## src/rtl/hex_score_display.sv

```systemverilog
// Signed multi-channel score to 7-segment converter.
// One shared double-dabble engine sweeps channels round-robin.
module hex_score_display #(
  parameter int NUM_CH   = 2,
  parameter int VAL_W    = 8,
  parameter int DIGITS   = 2,
  parameter int LZ_BLANK = 1
) (
  input  logic                           Clk,
  input  logic                           Reset_n,
  input  logic                           start,
  input  logic [NUM_CH*VAL_W-1:0]        values,
  output logic [NUM_CH*(DIGITS+1)*8-1:0] hex_out,
  output logic                           busy,
  output logic                           done,
  output logic [NUM_CH-1:0]              ovf
);

  function automatic int bcd_w(input int w);
    longint v;
    int     n;
    v = longint'(1) << w;
    n = 0;
    while (v > 0) begin
      v = v / 10;
      n++;
    end
    return n;
  endfunction

  localparam int NB    = bcd_w(VAL_W);
  localparam int XD    = (NB > DIGITS) ? NB : DIGITS;
  localparam int DW    = (DIGITS + 1) * 8;
  localparam int CH_W  = (NUM_CH > 1) ? $clog2(NUM_CH) : 1;
  localparam int CNT_W = $clog2(VAL_W + 1);

  function automatic logic [7:0] seg7(input logic [3:0] d);
    logic [7:0] s;
    unique case (d)
      4'd0:    s = 8'hC0;
      4'd1:    s = 8'hF9;
      4'd2:    s = 8'hA4;
      4'd3:    s = 8'hB0;
      4'd4:    s = 8'h99;
      4'd5:    s = 8'h92;
      4'd6:    s = 8'h82;
      4'd7:    s = 8'hF8;
      4'd8:    s = 8'h80;
      4'd9:    s = 8'h90;
      default: s = 8'hFF;
    endcase
    return s;
  endfunction

  typedef enum logic [1:0] {
    S_IDLE,
    S_LATCH,
    S_SHIFT,
    S_WRITE
  } state_t;

  state_t r_state;
  state_t w_next;

  logic [NUM_CH*VAL_W-1:0] r_snap;
  logic [CH_W-1:0]         r_ch;
  logic [CNT_W-1:0]        r_cnt;
  logic                    r_sign;
  logic [VAL_W-1:0]        r_mag;
  logic [NB*4-1:0]         r_bcd;
  logic                    r_pend;
  logic                    r_busy;
  logic                    r_done;
  logic [NUM_CH*DW-1:0]    r_hex;
  logic [NUM_CH-1:0]       r_ovf;

  logic             w_last_ch;
  logic             w_last_bit;
  logic             w_latch_en;
  logic             w_shift_en;
  logic             w_write_en;
  logic             w_sweep_end;
  logic             w_launch;
  logic [VAL_W-1:0] w_val;
  logic [NB*4-1:0]  w_bcd_adj;
  logic [XD*4-1:0]  w_bcd_x;
  logic             w_ovf;
  logic [DW-1:0]    w_disp;

  assign w_last_ch  = (r_ch == CH_W'(NUM_CH - 1));
  assign w_last_bit = (r_cnt == CNT_W'(VAL_W - 1));
  assign w_val      = r_snap[r_ch*VAL_W +: VAL_W];
  assign w_bcd_x    = (XD*4)'(r_bcd);

  always_ff @(posedge Clk or negedge Reset_n) begin
    if (!Reset_n) r_state <= S_IDLE;
    else          r_state <= w_next;
  end

  always_comb begin
    w_next = r_state;
    unique case (r_state)
      S_IDLE:  if (start) w_next = S_LATCH;
      S_LATCH: w_next = S_SHIFT;
      S_SHIFT: if (w_last_bit) w_next = S_WRITE;
      S_WRITE: begin
        if (!w_last_ch)          w_next = S_LATCH;
        else if (r_pend || start) w_next = S_LATCH;
        else                     w_next = S_IDLE;
      end
      default: w_next = S_IDLE;
    endcase
  end

  always_comb begin
    w_latch_en  = (r_state == S_LATCH);
    w_shift_en  = (r_state == S_SHIFT);
    w_write_en  = (r_state == S_WRITE);
    w_sweep_end = w_write_en && w_last_ch;
    w_launch    = ((r_state == S_IDLE) && start)
                || (w_sweep_end && (r_pend || start));
  end

  // Add-3 correction applied to every BCD nibble before each shift
  always_comb begin
    w_bcd_adj = r_bcd;
    for (int k = 0; k < NB; k++) begin
      if (r_bcd[k*4 +: 4] >= 4'd5)
        w_bcd_adj[k*4 +: 4] = r_bcd[k*4 +: 4] + 4'd3;
    end
  end

  always_comb begin : p_disp
    logic [3:0] dig;
    logic       lead;
    w_ovf = 1'b0;
    for (int k = DIGITS; k < XD; k++) begin
      if (w_bcd_x[k*4 +: 4] != 4'd0) w_ovf = 1'b1;
    end
    lead   = 1'b1;
    dig    = 4'd0;
    w_disp = '1;
    w_disp[DIGITS*8 +: 8] = r_sign ? 8'hBF : 8'hFF;
    for (int d = DIGITS - 1; d >= 0; d--) begin
      dig  = w_ovf ? 4'd9 : w_bcd_x[d*4 +: 4];
      lead = lead && (dig == 4'd0);
      if ((LZ_BLANK != 0) && (d != 0) && lead)
        w_disp[d*8 +: 8] = 8'hFF;
      else
        w_disp[d*8 +: 8] = seg7(dig);
    end
  end

  always_ff @(posedge Clk or negedge Reset_n) begin
    if (!Reset_n) begin
      r_snap <= '0;
      r_ch   <= '0;
      r_cnt  <= '0;
      r_sign <= 1'b0;
      r_mag  <= '0;
      r_bcd  <= '0;
      r_pend <= 1'b0;
      r_busy <= 1'b0;
      r_done <= 1'b0;
      r_hex  <= '1;
      r_ovf  <= '0;
    end else begin
      r_done <= w_sweep_end;
      r_busy <= (w_next != S_IDLE);
      if (w_launch) r_snap <= values;
      if (w_launch)
        r_pend <= 1'b0;
      else if (start && (r_state != S_IDLE))
        r_pend <= 1'b1;
      if (w_launch)
        r_ch <= '0;
      else if (w_write_en && !w_last_ch)
        r_ch <= r_ch + 1'b1;
      // Magnitude is unsigned so the most negative value does not wrap
      if (w_latch_en) begin
        r_cnt  <= '0;
        r_sign <= w_val[VAL_W-1];
        r_mag  <= w_val[VAL_W-1] ? -w_val : w_val;
        r_bcd  <= '0;
      end
      if (w_shift_en) begin
        r_cnt          <= r_cnt + 1'b1;
        {r_bcd, r_mag} <= {w_bcd_adj, r_mag} << 1;
      end
      if (w_write_en) begin
        r_hex[r_ch*DW +: DW] <= w_disp;
        r_ovf[r_ch]          <= w_ovf;
      end
    end
  end

  assign hex_out = r_hex;
  assign busy    = r_busy;
  assign done    = r_done;
  assign ovf     = r_ovf;

endmodule

```

## config.mk

```make
export PLATFORM = sky130hd
export DESIGN_NAME = hex_score_display
export DESIGN_NICKNAME = d
export VERILOG_FILES = /design/src/rtl/hex_score_display.sv
export SDC_FILE = /design/constraint.sdc
export NUM_CORES = 1
export LEC_CHECK = 0
export CAP_MARGIN = 20
export CORE_UTILIZATION = 58
export DETAILED_ROUTE_END_ITERATION = 12
export PLACE_DENSITY = 0.85
export SLEW_MARGIN = 40
export SYNTH_ARGS = -nofsm -noshare
export SYNTH_HDL_FRONTEND = slang
export SYNTH_SLANG_ARGS = --single-unit
```

## constraint.sdc

```tcl
create_clock -name Clk -period 5.96 [get_ports Clk]
set_input_delay 1.192 -clock Clk [delete_from_list [all_inputs] [get_ports Clk]]
set_output_delay 1.192 -clock Clk [all_outputs]
set_load 0.005 [all_outputs]
```

# --- Yosys cells after proc, flatten, opt, wreduce, memory -nomap -nowiden ---
# Memories as Yosys holds them, arrays and structs flattened.
# Index checks and enable logic that the tools add are counted.
op_classes:
  add_sub_neg: 7
  mul: 1
  magnitude_cmp: 5
  eq_ne: 4
  n_shift: 3
  muxes: 28
  reduce_logical: 17
ops:
  columns: ["op", "n"]
  rows:
  - ["$bwmux 48", 1]
  - ["$shift 24x34->48 const A", 1]
  - ["$shiftx 24x34->48", 1]
  - ["$neg 6->34", 1]
  - ["$mux 8", 4]
  - ["$mux 12", 2]
  - ["$mux 4", 6]
  - ["$shiftx 16x5->8", 1]
  - ["$ge 4x3->1 const B", 3]
  - ["$reduce_bool 2->1", 5]
  - ["$add 4x2->4 const B", 2]
  - ["$mux 1", 8]
  - ["$neg 8->8", 1]
  - ["$pmux 2 s4", 1]
  - ["$mux 7", 1]
  - ["$logic_and 1x1->1", 6]
  - ["$add 4x1->4 const B", 1]
  - ["$eq 2x2->1 const B", 2]
  - ["$eq 4x3->1 const B", 1]
  - ["$logic_not 4->1", 1]
  - ["$mux 2", 2]
  - ["$reduce_bool 4->1", 1]
  - ["$add 3x2->3 const B", 1]
  - ["$mul 1x2->3 const B", 1]
  - ["10 further kinds", 11]
totals:
  regBits: 97
  romBits: 224
  inputBits: 19
  out_inout_bits: 52
  word_cells: 79
  memories: 2
memory_table:
  columns: ["name", "words", "word_bits", "read_ports", "rd_clocked_by_memory_dff", "wr", "line_no", "source"]
  rows:
  - ["(name not given)", 16, 7, 1, 0, 0, "39", "unique case (d)"]
  - ["(name not given)", 16, 7, 1, 0, 0, "39", null]

# --- Logic depth before layout (Yosys ltp) ---
# Gate-level depths: netlist of run 1.
logic_depth:
  depth_word: 7
  depth_mapped: 11
  depth_no_buf: 10

# --- Least setup slack after synthesis of run 1 ---
# OpenSTA, ideal clock, no wires.
synth_timing:
  kind: "in2reg"
  start: "input start"
  end: "register r_busy (netlist: busy)"
  setup_time_ns: 0.124
  arrival_time_ns: 2.224
  path_slack_ns: 3.611
  cell_stages: 4
  cell_sequence: "or3b_1 -> a2111oi_2 -> a211oi_1 -> or2_1"
synth_via:
  elab_chain_len: 5
synth_rtl:
  columns: ["element", "line_no", "source"]
  rows:
  - ["start: declaration", "11", "input logic start,"]
  - ["$logic_or 1x1->1", "108", "else if (r_pend || start) w_next = S_LATCH;"]
  - ["$mux 1", "108", null]
  - ["$mux 1", "107", "if (!w_last_ch) w_next = S_LATCH;"]
  - ["$pmux 2 s4 (*)", "102", "unique case (r_state)"]
  - ["via w_next[0]", "63", "state_t w_next;"]
  - ["$reduce_bool 2->1 (*)", "169", "r_busy <= (w_next != S_IDLE);"]
  - ["end signal: assignment", "169", null]
  - ["end: declaration", "72", "logic r_busy;"]
# The timed path passes the listed nets; every way through them passes the cells marked *.
# A chain may end at the register's enable or synchronous reset.

# --- Worst setup path after layout of run 1 ---
layout_timing:
  start: "register r_ch"
  end: "register r_snap[13]"
layout_via:
  elab_chain_len: 3
layout_rtl:
  columns: ["element", "line_no", "source"]
  rows:
  - ["start: declaration", "66", "logic [CH_W-1:0] r_ch;"]
  - ["start signal: assignment", "178", "r_ch <= r_ch + 1'b1;"]
  - ["$logic_and 1x1->1", "119", "w_sweep_end = w_write_en && w_last_ch;"]
  - ["via w_sweep_end", "82", "logic w_sweep_end;"]
  - ["$logic_and 1x1->1", "121", "|| (w_sweep_end && (r_pend || start));"]
  - ["$logic_or 1x1->1", "121", null]
  - ["end signal: assignment", "170", "if (w_launch) r_snap <= values;"]
  - ["end: declaration", "65", "logic [NUM_CH*VAL_W-1:0] r_snap;"]
# The timed path passes the listed nets, and every way through them passes these cells.

==> Implementation_results.wiki, run 1 <==
{| class="wikitable"
! Metric !! Value
|-
| Drt pass-1 iters || 4
|-
| Slowest cell delay on critical path || 0.88 ns
|-
| ANT nets after route || 0
|-
| Critical Path Stages || 5
|-
| Global-route congestion overflow total || 0
|-
| Area fraction of the dominant cell type after synthesis || between 20% and 30%
|-
| Dominant delay contributor by cell family on the critical path || simple AND/OR/NAND/NOR gates
|-
| Routed len/inst || 15.2 um
|-
| Starting density of the core || 60.6%
|-
| Reg power frac || 41.2%
|-
| Number of CTS-inserted buffers || 9
|-
| Largest fanout on the critical path || 38
|-
| Biggest area consumer among synthesized cells || sky130_fd_sc_hd__dfrtp_1
|-
| Number of max-slew violations in the final report || 0
|-
| Clock Power Share || 16.2%
|-
| Ratio of cells with drive above 1 in the final layout || ~18%
|-
| Largest buffer count on any clock path || 2
|-
| Count of vias placed by the detailed router || roughly 3300
|-
| Cell chain of the critical path || nand2_2, inv_2, a21oi_1, nor2_2, mux2_2
|-
| Post-CTS Setup Repair Bufs || 0
|-
| Slowest-stage cell, CP || sky130_fd_sc_hd__dfrtp_1
|-
| Clk Tree Root Cell || sky130_fd_sc_hd__clkbuf_8
|-
| Count of synthesis-stage warnings from yosys || 0
|-
| DIE AREA || about 8000 sq um
|-
| Final worst clock skew || approximately 0.012 ns
|-
| Gpl congestion || ~0.87
|-
| Total routing usage reported by global routing || 24.0%
|-
| Reg2reg path depth || 5
|-
| CTS clock-pin slew for the worst setup and hold paths || about 0.090 ns
|-
| Seq cells post-synth || a little under 90
|-
| Post-synthesis net count || between 400 and 500
|-
| Largest net degree at the start of global routing || between 80 and 90
|-
| Post-route clock period utilization || 49.3%
|-
| Count of flip-flops with a built-in enable after synthesis || 0
|-
| Count of port buffers added during placement || 70
|-
| Top FF cell, synth || sky130_fd_sc_hd__dfrtp_1
|-
| Power per cell area || approximately 490 nW/um^2
|-
| Number of sinks on the clock net || 87
|-
| Share of total power in combinational logic || 42.6%
|-
| Residual DRC count || 0
|-
| Post-synthesis average cell area || between 10 and 15 sq um
|-
| Number of max-cap violations || 0
|-
| Antenna violations before repair || 0
|-
| Core Region || ~7300 sq um
|-
| Area Overhead vs Synth || 20.5%
|-
| Ports placed on the boundary || about 70
|-
| CTS tree || yes
|-
| CTS Hold Bufs || 0
|-
| Total Nets Final || approximately 520
|-
| Post-Synthesis Cell Area || about 4400 sq um
|-
| Final hold violation count || 0
|-
| WS Path Type || register to register
|-
| Cells taking the most area after synthesis || sky130_fd_sc_hd__dfrtp_1 28%, sky130_fd_sc_hd__dfstp_2 22%, sky130_fd_sc_hd__ha_1 6.8%, sky130_fd_sc_hd__o21ai_0 6.1%, sky130_fd_sc_hd__mux2_2 5.3%
|-
| Top library cells by usage in the layout, fill and taps aside || 69 x sky130_fd_sc_hd__clkdlybuf4s50_1, 54 x sky130_fd_sc_hd__o21ai_0, 49 x sky130_fd_sc_hd__dfrtp_1
|-
| Clock Latency Late Sink || about 0.36 ns
|-
| Number of H-tree levels || 3
|-
| Number of cells upsized or downsized after cts || 0
|-
| Layout Cell Area excl Fill || approximately 5400 sq um
|-
| Cell depth of the worst hold path || 1
|-
| Number of buffers and inverters on the critical path || 1
|-
| Total internal power || approximately 1.7 mW
|-
| Netlist cell types || 56
|-
| Crit path capture type || register
|-
| Fin Hold WS || between 0.4 and 0.5 ns
|-
| Net switching share of the total power || approximately 36%
|-
| Hold/Removal Path Class || register to register
|-
| HPWL after DPL || a little over 6000 um
|-
| Most common cell after layout, fill and taps aside || sky130_fd_sc_hd__clkdlybuf4s50_1
|-
| Number of global-route vias before repair || about 3100
|-
| Std cell rows || 31
|-
| Static Leakage || 2.25 nW
|-
| Transition time of the tightest slew-check pin || between 0.8 and 0.9 ns
|-
| Result of the run || finished, final reports clean
|-
| Number of setup violations in the final report || 0
|-
| Iteration-0 DRC count of the detailed router || between 150 and 200
|-
| Time the worst path needs with I/O delays and setup || between 2 and 3 ns
|-
| Data required, critical path || 6.21 ns
|-
| Diode count || 0
|-
| Data arrival time of the critical path || 3.19 ns
|-
| Chip width || between 80 and 90 um
|-
| FMAX || about 340 MHz
|-
| Switching power of the nets || ~0.96 mW
|-
| Via-to-Cell Ratio || around 5.7
|-
| Chip Height || ~90 um
|-
| Async set or reset register ratio after synthesis || 100%
|-
| Final total negative setup slack || 0 ns
|-
| Max-slew headroom at the worst pin || between 40% and 50%
|-
| Part of the Yosys area used for sequential elements || roughly half
|-
| Crit path launch type || register
|-
| Wire length of the first global-routing pass || approximately 15000 um
|-
| Unrepaired setup endpoints after global routing || no
|-
| Largest voltage drop on the vdd net || 0.279 mV
|-
| Placed Instance Area || approximately 5100 sq um
|-
| Gate Count Post-Synth || ~430
|-
| Final Routed Wirelength || about 9000 um
|}
-- metrics by stage --
stage / instances / total power, mW / setup slack [ns] / util, %
floorplan: 428 / 1.76 / 3.61 / -
global placement: 568 / 2.14 / 2.85 / 69.7
detailed placement: 568 / 2.21 / 2.99 / 69.9
CTS: 584 / 2.64 / 3.03 / 72.7
global route: 585 / 2.83 / 2.74 / 73.1
finish: 585 / 2.63 / 3.02 / 73.1
-- cell families (layout without fill, tap and decap cells) --
group / count (synthesis) / after routing / share of synthesized area [%]
xor gates and xnor gates: 6 / 6 / 1.18
AOI/OAI and AO/OA: 108 / 108 / 14.9
DFF: 87 / 87 / 50.0
buffers and inverters: 50 / 108 / 5.32
muxes: 31 / 31 / 7.68
and+or+nand+nor: 122 / 122 / 14.1
adders and majority gates: 24 / 24 / 6.75
-- worst reg2reg max path, stage by stage (launching register included) --
cell and delay (ns):
sky130_fd_sc_hd__dfrtp_1 0.88, sky130_fd_sc_hd__nand2_2 0.59, sky130_fd_sc_hd__inv_2 0.25, sky130_fd_sc_hd__a21oi_1 0.10, sky130_fd_sc_hd__nor2_2 0.59, sky130_fd_sc_hd__mux2_2 0.42
-- worst paths after layout --
check / startpoint / endpoint / slack [ns]
hold / removal: r_sign / hex_out[22] / 0.46
hold reg to reg: r_sign / hex_out[22] / 0.46
min in group asynchronous: Reset_n / r_bcd[3] / 0.67
max in group asynchronous: Reset_n / hex_out[35] / 4.70
setup / recovery: r_ch / r_snap[13] / 3.02
setup reg to reg: r_ch / r_snap[13] / 3.02
-- power groups by stage --
stage,registers [mW],logic [mW],clock network [mW]
floorplan,1.04,0.722,0
global route,1.12,1.26,0.458
detailed placement,1.09,1.12,0
global placement,1.08,1.06,0
finish,1.09,1.12,0.426
CTS,1.08,1.12,0.429
-- Yosys cell counts, types with 5 or more instances --
cell                        n
sky130_fd_sc_hd__o21ai_0   54
sky130_fd_sc_hd__dfrtp_1   49
sky130_fd_sc_hd__nand2_1   48
sky130_fd_sc_hd__dfstp_2   38
sky130_fd_sc_hd__ha_1      24
sky130_fd_sc_hd__mux2_2    21
sky130_fd_sc_hd__inv_1     19
sky130_fd_sc_hd__nand2b_1  17
sky130_fd_sc_hd__a21oi_1   16
sky130_fd_sc_hd__nor2_1    16
sky130_fd_sc_hd__clkbuf_1  15
sky130_fd_sc_hd__buf_4     13
sky130_fd_sc_hd__mux2i_1    9
sky130_fd_sc_hd__nand3_1    8
sky130_fd_sc_hd__o22ai_1    6
sky130_fd_sc_hd__and3_1     5
sky130_fd_sc_hd__nor3_1     5
-- sequential cells by signal (all words and copies together) (netlist names) --
name	flops
r_sign	1
r_state	2
done	1
ovf	2
r_bcd	12
r_snap	16
r_pend	1
r_mag	8
busy	1
r_cnt	4
r_ch	1
hex_out	38
-- cell type report --
cell class              instances  area, sq um
well taps                      99          124
fillers                       498         1970
multi-input cells             291         2000
repair buffers                 71          729
flip-flops and latches         87         2220
clock inverters                 6         66.3
clock buffers                  10          138
inverters                      21         78.8
-- metal layers --
metal	GRT usage (%)	share of wire (%)
met1	32.1	45
met2	39.9	49
met3	3.88	4.5
met4	7.79	1.4
met5	0	0
Power figures use the tool's default switching activity.
==> inputs of run 2 (changes only) <==
CORE_UTILIZATION = 54   (was 58)
PLACE_DENSITY = 0.8   (was 0.85)
clock period = 2.74 ns   (was 5.96 ns; I/O delays follow)
==> run 2 against run 1 <==
Against the previous run:
- maximum frequency rose by 16%
- combinational power increased by 120%
- clock power rose by 140%
- die area rose by 7.2%
- core utilization is 4.0 points lower
- first-iteration DRC count is 1.3% higher
- sequential share of layout area is 0.52 points lower
- via count down 0.75%
- largest power group unchanged
- critical path type unchanged
- cell count up 1.9%
- total power is 120% higher
- clock skew decreased by 0.0019 ns
==> Implementation_results.wiki, run 2 (synthesis gave the netlist of run 1 again) <==
{| class="wikitable"
! Metric !! Value
|-
| Largest voltage drop on the vdd net || between 0.5 and 0.6 mV
|-
| Clock Latency Late Sink || 0.34 ns
|-
| Starting density of the core || a little under three fifths
|-
| Residual DRC count || 0
|-
| Number of flip-flops under the largest register name || 38
|-
| Final hold violation count || 0
|-
| Cell chain of the critical path || inv_1, ha_1, or3b_1, nor2_1, ha_1, nor4b_1, a211o_1, a21oi_1, o21ai_0
|-
| Crit path capture type || register
|-
| Largest net degree at the start of global routing || 38
|-
| Final total power || approximately 5.8 mW
|-
| Number of max-slew violations in the final report || 0
|-
| Chip width || a little over 90 um
|-
| Crit path launch type || register
|-
| Number of fill cells || 616
|-
| Total routing usage reported by global routing || 21.5%
|-
| Number of H-tree levels || 3
|-
| Count of vias placed by the detailed router || roughly 3300
|-
| Layout Cell Area excl Fill || 5430 sq um
|-
| Result of the run || finished, final reports clean
|-
| FMAX || around 390 MHz
|-
| Max-slew headroom at the worst pin || a little over half
|-
| Core Region || between 7000 and 8000 sq um
|-
| ANT nets after route || 0
|-
| CTS clock-pin slew for the worst setup and hold paths || roughly 0.090 ns
|-
| Diode count || 0
|-
| Transition time of the tightest slew-check pin || roughly 0.66 ns
|-
| Global-route congestion overflow total || 0
|-
| Cell occurring most often along the worst timing path || sky130_fd_sc_hd__ha_1
|-
| Largest buffer count on any clock path || 2
|-
| Final total negative setup slack || 0 ns
|-
| Largest fanout on the critical path || 5
|-
| Slowest cell delay on critical path || between 0.4 and 0.5 ns
|-
| Unrepaired setup endpoints after global routing || no
|-
| Number of setup violations in the final report || 0
|-
| Static Leakage || ~2.3 nW
|-
| Number of CTS-inserted buffers || 9
|-
| Total Nets Final || 532
|-
| Power per cell area || roughly 1100 nW/um^2
|-
| Std cell rows || 32
|-
| WS Path Type || register to register
|-
| Routed len/inst || roughly 14 um
|-
| Antenna violations before repair || 0
|-
| Top library cells by usage in the layout, fill and taps aside || 69 x sky130_fd_sc_hd__clkdlybuf4s50_1, 54 x sky130_fd_sc_hd__o21ai_0, 49 x sky130_fd_sc_hd__dfrtp_1
|-
| Count of port buffers added during placement || 70
|-
| Data required, critical path || roughly 3 ns
|-
| Drt pass-1 iters || 4
|-
| Number of sinks on the clock net || 87
|-
| Most common cell after layout, fill and taps aside || sky130_fd_sc_hd__clkdlybuf4s50_1
|-
| Number of max-cap violations || 0
|-
| Time the worst path needs with I/O delays and setup || between 2 and 3 ns
|-
| CTS tree || yes
|-
| Clk Tree Root Cell || sky130_fd_sc_hd__clkbuf_8
|-
| CTS Hold Bufs || 0
|-
| Wire length of the first global-routing pass || 14800 um
|-
| Slowest-stage cell, CP || sky130_fd_sc_hd__or3b_1
|-
| Placed Instance Area || between 5000 and 6000 sq um
|-
| Number of cells upsized or downsized after cts || 0
|-
| DIE AREA || 8600 sq um
|-
| HPWL after DPL || roughly 6300 um
|-
| Final Routed Wirelength || between 8000 and 9000 um
|-
| Iteration-0 DRC count of the detailed router || between 150 and 200
|-
| Gpl congestion || between 0.8 and 0.9
|-
| Chip Height || about 93 um
|-
| Final worst clock skew || around 0.011 ns
|-
| Hold/Removal Path Class || primary input to async pin
|-
| Area Overhead vs Synth || 22.0%
|-
| Number of global-route vias before repair || 3164
|-
| Data arrival time of the critical path || 2.80 ns
|-
| Ports placed on the boundary || about 70
|-
| Post-CTS Setup Repair Bufs || 0
|-
| Post-route clock period utilization || between 90% and 100%
|-
| Via-to-Cell Ratio || between 5 and 6
|-
| Ratio of cells with drive above 1 in the final layout || roughly 18%
|}
==> run 2: changes by cell type in the layout (fill, tap and decap cells not counted), sizes merged <==
cell      before  now
bufinv         1    2
buf            2   10
clkbuf        10   12
clkinvlp       1    0
inv           23   21
==> run 2: worst paths after layout <==
kind | startpoint | endpoint | slack (ns) | cells past startpoint
worst max-delay path | r_bcd[8] | hex_out[11] | 0.20 | 9
worst min-delay path | Reset_n | r_snap[13] | 0.17 | 1
max in group asynchronous | Reset_n | r_bcd[7] | 1.97 | 2
worst max register to register | r_bcd[8] | hex_out[11] | 0.20 | 9
worst min register to register | hex_out[28] | hex_out[28] | 0.48 | 2
min in group Clk | hex_out[28] | hex_out[28] | 0.48 | 2
==> run 2: per-layer routing <==
layer / vias up / share of wire (%) / routed length [um] / GRT usage, %
li1: 1611 / - / - / -
met1: 1603 / 47 / 4050 / 29.5
met2: 91 / 48 / 4170 / 35.0
met3: 8 / 3.7 / 315 / 3.37
met4: 0 / 0.83 / 71 / 7.05
met5: - / 0 / 0 / 0
==> run 2: stage by stage <==
stage	worst slack (ns)	util, %	hold slack (ns)	instances
2_1_floorplan	0.501	-	0.252	428
3_3_place_gp	0.383	66.2	0.466	580
3_5_place_dp	0.224	66.2	0.469	580
4_1_cts	0.209	69.1	0.173	596
5_1_grt	0.0331	69.1	0.189	596
6_report	0.199	69.1	0.167	596
==> run 2: area by class of cell <==
class / count / area, sq um / share of cell area [%]
clock inverter: 4 / 75.1 / 1.38
clock buffer: 12 / 156 / 2.88
tap: 102 / 128 / 2.35
sequential: 87 / 2220 / 41.0
timing repair buffer: 79 / 778 / 14.3
multi-input combinational: 291 / 1980 / 36.6
inverter: 21 / 78.8 / 1.45
==> run 2: critical path, delay by kind of cell (launching register included) <==
kind / cells / cell delay [ns]
AOI/OAI and AO/OA: 3 / 0.42
adders and majority gates: 2 / 0.51
buffers and inverters: 1 / 0.14
DFF: 1 / 0.38
and+or+nand+nor: 3 / 1.00
==> run 2: power by group <==
part           leakage, nW  switching, mW  internal (mW)
combinational         1.16           1.21           1.27
clock                0.116          0.433          0.572
sequential            1.01          0.355           1.96
total                 2.29           2.00           3.80
==> variant 1 (settings of run 2) <==
Set the parameter `DIGITS` to 1 (it was 2).
--- a/src/rtl/hex_score_display.sv
+++ b/src/rtl/hex_score_display.sv
@@ -5,3 +5,3 @@
   parameter int VAL_W    = 8,
-  parameter int DIGITS   = 2,
+  parameter int DIGITS   = 1,
   parameter int LZ_BLANK = 1
Ports: changed (resized hex_out); port bits go from 71 to 55. No check against the original RTL was run, so the function may have changed too.
==> variant 1 against run 2 <==
  * Cell count down 24%
  * Synthesized cell count down 23%
  * Core utilization down 1.9 points
  * Design area down 21%
  * Critical path depth up 2
  * Largest power group unchanged
  * Synthesized area down 20%
  * Critical path type unchanged
  * First-iteration DRC count down 15%
  * Wire length down 21%
  * Sequential cell count down 20
  * Clock power down 14%
  * Worst setup slack better by 0.37 ns
  * Highest routed layer unchanged
  * Power down 22%
==> variant 1: results (changes against run 2) <==
| Metric | Value |
|---|---|
| Worst vdd ir | `0.5575 mV (-1.9%)` |
| Post-Place Cells | `438 (-24%)` |
| First-pass GRT wire length | `11870 um (-20%)` |
| Postcts setup bufs | `0 (unchanged)` |
| Net count after synthesis | `371 (-21%)` |
| Top cells by count, synth | `49 x dfrtp_1, 30 x nand2_1, 25 x o21ai_0` |
| Lkg Pwr | `0.001848 uW (-19%)` |
| Cell Area, Placed | `0.004051 sq mm (-22%)` |
| Min Hold Slack | `0.2816 ns (+0.1151 ns)` |
| CTS Root Cell | `clkbuf_8` |
| Worst-Margin Slew | `0.6244 ns (-0.03487 ns)` |
| CTS Buffer Depth | `2 (unchanged)` |
| Skew-Pair Late Insertion Delay | `between 0.3 and 0.4 ns` |
| Top cells by area, synth | `dfrtp_1 34%, dfstp_2 13%, ha_1 7.4%` |
| Max reg flops | `18 (-53%)` |
| HPWL after DPL | `4845 um (-23%)` |
| Total track usage | `0.2165 (+0.001555)` |
| Share of cells above drive strength 1 | `0.1698 (-0.01445)` |
| Fill count | `483 (-22%)` |
| Reg2reg setup slack | `0.57 ns (+0.37 ns)` |
| Pin count of the biggest net entering global routing | `68 (+79%)` |
| Worst EP arrival | `2.42 ns (-0.38 ns)` |
| GPL Wtd Cong | `0.8208 (-3.8%)` |
| Fin cells | `454 (-24%)` |
| Final wirelength | `6799 um (-21%)` |
| Clock Skews | `0.009119 ns (-0.001406 ns)` |
| Placement Setup Slack | `0.5802 ns (+0.3559 ns)` |
| Clk slew on worst S/H paths | `0.07 ns (-0.02 ns)` |
| Status | `finished clean` |
| Port Buffers | `54 (-23%)` |
| Synth unique cells | `49 (-13%)` |
| Cell class contributing the biggest share of worst-path delay | `simple AND/OR/NAND/NOR gates` |
| CTS H-Tree Depth | `3 (unchanged)` |
| Synthesized instance count | `331 (-23%)` |
| Final worst-path cycle share | `0.7910 (-0.1365)` |
| Post-synth ARST share | `1.000 (unchanged)` |
| DRT iter0 DRCs | `133 (-15%)` |
| # nets final | `412 (-23%)` |
| Number of global-route vias before repair | `2468 (-22%)` |
| CP Max Fanout | `10 (+5)` |
| Max incr delay on CP | `0.37 ns (-0.08 ns)` |
| Synth warnings | `0 (unchanged)` |
| Vias/cell | `5.632 (+1.3%)` |
| CP max-delay cell | `dfrtp_1` |
| TNS Setup | `0 ns (unchanged)` |
| Ys flop type | `dfrtp_1` |
| Register area share after synthesis | `0.4763 (-0.02410)` |
[variant 1: cell count changes after synthesis, sizes merged, moves of 4 or more]
cell / run 2 / this run
a211oi: 4 / 0
a21oi: 16 / 9
and2: 0 / 4
buf: 14 / 21
clkbuf: 15 / 9
dfstp: 38 / 18
inv: 20 / 16
mux2i: 9 / 15
nand2: 48 / 30
nand2b: 17 / 9
nor2: 17 / 13
o21ai: 54 / 25
[variant 1: cells by family after synthesis]
group | count (synthesis) | synth area share
AOI/OAI and AO/OA | 72 | 0.1354
xor gates and xnor gates | 9 | 0.02210
adders and majority gates | 21 | 0.07366
buffers and inverters | 46 | 0.07085
DFF | 67 | 0.4763
muxes | 34 | 0.1031
and+or+nand+nor | 82 | 0.1186
[variant 1: path summary, 6_finish.rpt]
check,to,cells after the start,from
max reg2reg,hex_out[20],11,r_bcd[4]
min,done,2,Reset_n
min reg2reg,hex_out[14],1,r_sign
max,hex_out[20],11,r_bcd[4]
min in group Clk,hex_out[14],1,r_sign
max in group asynchronous,r_bcd[11],2,Reset_n
[variant 1: where the power goes]
group	internal (uW)	switching [uW]
registers	1420	270
clock network	488	377
logic	949	1010
total	2860	1660
[variant 1: per-layer routing]
metal	GRT usage	vias to the layer above	routed length [um]
li1	-	1243	-
met1	0.2887	1241	3205
met2	0.3443	65	3185
met3	0.05467	8	315
met4	0.07524	0	93
met5	0	-	0
[variant 1: cell type report]
cell class | instances | area (sq um) | area share
sequential | 67 | 1699 | 0.3978
multi-input combinational | 218 | 1615 | 0.3781
tap | 77 | 96.34 | 0.02255
timing repair buffer | 60 | 584.3 | 0.1368
clock buffer | 14 | 205.2 | 0.04804
clock inverter | 2 | 11.26 | 0.002636
inverter | 16 | 60.06 | 0.01406
==> variant 2 (config.mk and constraints of run 2) <==
Without the edit above. Re-encode `state_t` (4 states) as one-hot, 4 bits wide.
--- a/src/rtl/hex_score_display.sv
+++ b/src/rtl/hex_score_display.sv
@@ -54,7 +54,7 @@
 
-  typedef enum logic [1:0] {
-    S_IDLE,
-    S_LATCH,
-    S_SHIFT,
-    S_WRITE
+  typedef enum logic [3:0] {
+    S_IDLE  = 4'b0001,
+    S_LATCH = 4'b0010,
+    S_SHIFT = 4'b0100,
+    S_WRITE = 4'b1000
   } state_t;
Function: no difference found for any inputs over 10 cycles, from zero or initial values and one cycle with Reset_n low; not proved beyond that.
==> variant 2 against run 2 <==
  * Wire length rose by 0.52%
  * Design area fell by 1.2%
  * Cell count shrank 4.9%
  * Sequential cell count increased by 2
  * Highest routed layer unchanged
  * Worst setup slack got worse by 0.022 ns
  * Worst hold slack better by 0.062 ns
  * Critical path type unchanged
  * Synthesized area decreased by 0.56%
  * Largest cell class unchanged
  * Maximum frequency fell by 0.84%
Power is not compared: it rests on default switching activity, and its combinational part moved more than twofold at a synthesized area within 25%.
==> variant 2: results (changes against run 2) <==
| Metric | Value |
|---|---|
| Post-synth ARST share | `1.000 (unchanged)` |
| GPL Wtd Cong | `0.8448 (-0.98%)` |
| Register area share after synthesis | `0.5149 (+0.01444)` |
| Total track usage | `0.2191 (+0.004178)` |
| Share of cells above drive strength 1 | `0.2151 (+0.03084)` |
| CTS Buffer Depth | `2 (unchanged)` |
| CTS H-Tree Depth | `3 (unchanged)` |
| Reg2Reg Launch Point | `r_bcd[8]` |
| Number of global-route vias before repair | `3188 (+0.76%)` |
| Net count after synthesis | `441 (-6.4%)` |
| Port Buffers | `70 (unchanged)` |
| Synth warnings | `0 (unchanged)` |
| Postcts setup bufs | `0 (unchanged)` |
| Cell Area, Placed | `0.005151 sq mm (-0.82%)` |
| CP Max Fanout | `6 (+1)` |
| Top cells by area, synth | `dfrtp_1 28%, dfstp_2 23%, mux2_2 8.2%` |
| Synth unique cells | `48 (-14%)` |
| Worst EP arrival | `2.85 ns (+0.05 ns)` |
| Met3 usage | `0.03202 (-0.001642)` |
| HP Class | `in -> async` |
| Pin count of the biggest net entering global routing | `53 (+39%)` |
| Number of buffers created by CTS | `9 (unchanged)` |
| Synth Area per Inst | `11.00 sq um (+5.9%)` |
| CTS Root Cell | `clkbuf_8` |
| Status | `finished clean` |
| Placement Setup Slack | `0.1489 ns (-0.07541 ns)` |
| Met1 usage in global routing | `0.2810 (-0.01427)` |
| Final wirelength | `8649 um (+0.52%)` |
| Drt first pass iters | `4 (unchanged)` |
| Worst-Margin Slew | `0.6720 ns (+0.01278 ns)` |
| Sw Share | `0.3186` |
| Worst vdd ir | `approximately 0.43 mV` |
| Vias/cell | `5.658 (+1.8%)` |
| Lkg Pwr | `about 0.0022 uW` |
| GR Util met2 | `0.3802 (+0.03025)` |
| # nets final | `499 (-6.2%)` |
| DRT iter0 DRCs | `126 (-19%)` |
| Clock Skews | `0.01315 ns (+0.002625 ns)` |
| Cts-stage hold buffer count | `0 (unchanged)` |
| Fin cells | `567 (-4.9%)` |
| Initial antenna violation count | `0 (unchanged)` |
| First-pass GRT wire length | `14820 um (+0.14%)` |
| Post-Place Cells | `551 (-5.0%)` |
| Top cells by count, synth | `50 x dfrtp_1, 41 x o21ai_0, 39 x dfstp_2` |
| HPWL after DPL | `6303 um (about the same)` |
| Setup Crit Path Kind | `reg -> reg` |
| Skew-Pair Late Insertion Delay | `0.36 ns (+0.02 ns)` |
| Clk slew on worst S/H paths | `0.09 ns (about the same)` |
variant 2: cell count changes after synthesis, sizes merged, moves of 4 or more:
cell   before  now
nor3        5    9
a22oi       0    4
inv        20   14
a31oi       4    0
o21ai      54   41
mux2       22   32
and3        5    1
ha         24   20
nand2      48   38
nand3       8    4
variant 2: layout make-up:
class	instances	area (sq um)
Fill cell	597	2450
Sequential cell	89	2276
Multi-Input combinational cell	268	1931
Timing Repair Buffer	77	763.2
Clock buffer	11	141.4
Tap cell	102	127.6
Clock inverter	5	62.56
Inverter	15	56.30
variant 2: layer usage:
| metal | vias to the layer above | part of all wire |
|---|---|---|
| met2 | 78 | 0.51 |
| met5 | - | 0 |
| li1 | 1525 | - |
| met3 | 9 | 0.035 |
| met4 | 0 | 0.012 |
| met1 | 1596 | 0.45 |
variant 2: path summary, 6_finish.rpt:
kind                            slack [ns]          end  cells past startpoint
worst max-delay path                  0.18  hex_out[35]                     10
worst min-delay path                  0.23       ovf[0]                      1
worst max register to register        0.18  hex_out[35]                     10
worst min register to register        0.48  hex_out[38]                      2
max in group asynchronous             1.82   hex_out[2]                      2
min in group Clk                      0.48  hex_out[38]                      2
variant 2: metrics by stage:
step | total power (uW) | util
finish | 3607 | 0.6862
global route | 3834 | 0.6862
CTS | 3625 | 0.6859
detailed placement | 2705 | 0.6598
global placement | 2647 | 0.6598
floorplan | 2441 | -
variant 2: critical path, cell delays in order, from the launching register on:
cell and delay, ns:
dfrtp_1 0.39, inv_1 0.13, ha_1 0.18, or3b_2 0.53
nor2_2 0.19, inv_1 0.09, ha_1 0.21, nor3_1 0.15
nor2_1 0.08, o221a_2 0.26, mux2_2 0.27
variant 2: cells by family (layout without fill, tap and decap cells):
kind of cell	Yosys count	count (layout)	share of synthesized area
xor+xnor	8	8	0.01585
simple gates	103	103	0.1209
compound gates	94	94	0.1364
fa+ha+maj	20	20	0.05661
mux	43	43	0.1064
flops	89	89	0.5149
buf+inv	45	108	0.04897
variant 2: timing repair:
item                                    in CTS  in global routing
hold endpoints to repair                     0                  0
endpoints found under the setup margin       0                  2
gates resized for setup                      0                  1
variant 2: power groups by stage:
stage | Sequential, uW | Clock (uW) | Combinational [uW]
2_1_floorplan | 1730 | 0 | 706
3_3_place_gp | 1790 | 0 | 859
3_5_place_dp | 1800 | 0 | 903
4_1_cts | 1780 | 937 | 907
5_1_grt | 1820 | 987 | 1030
6_report | 1780 | 925 | 899
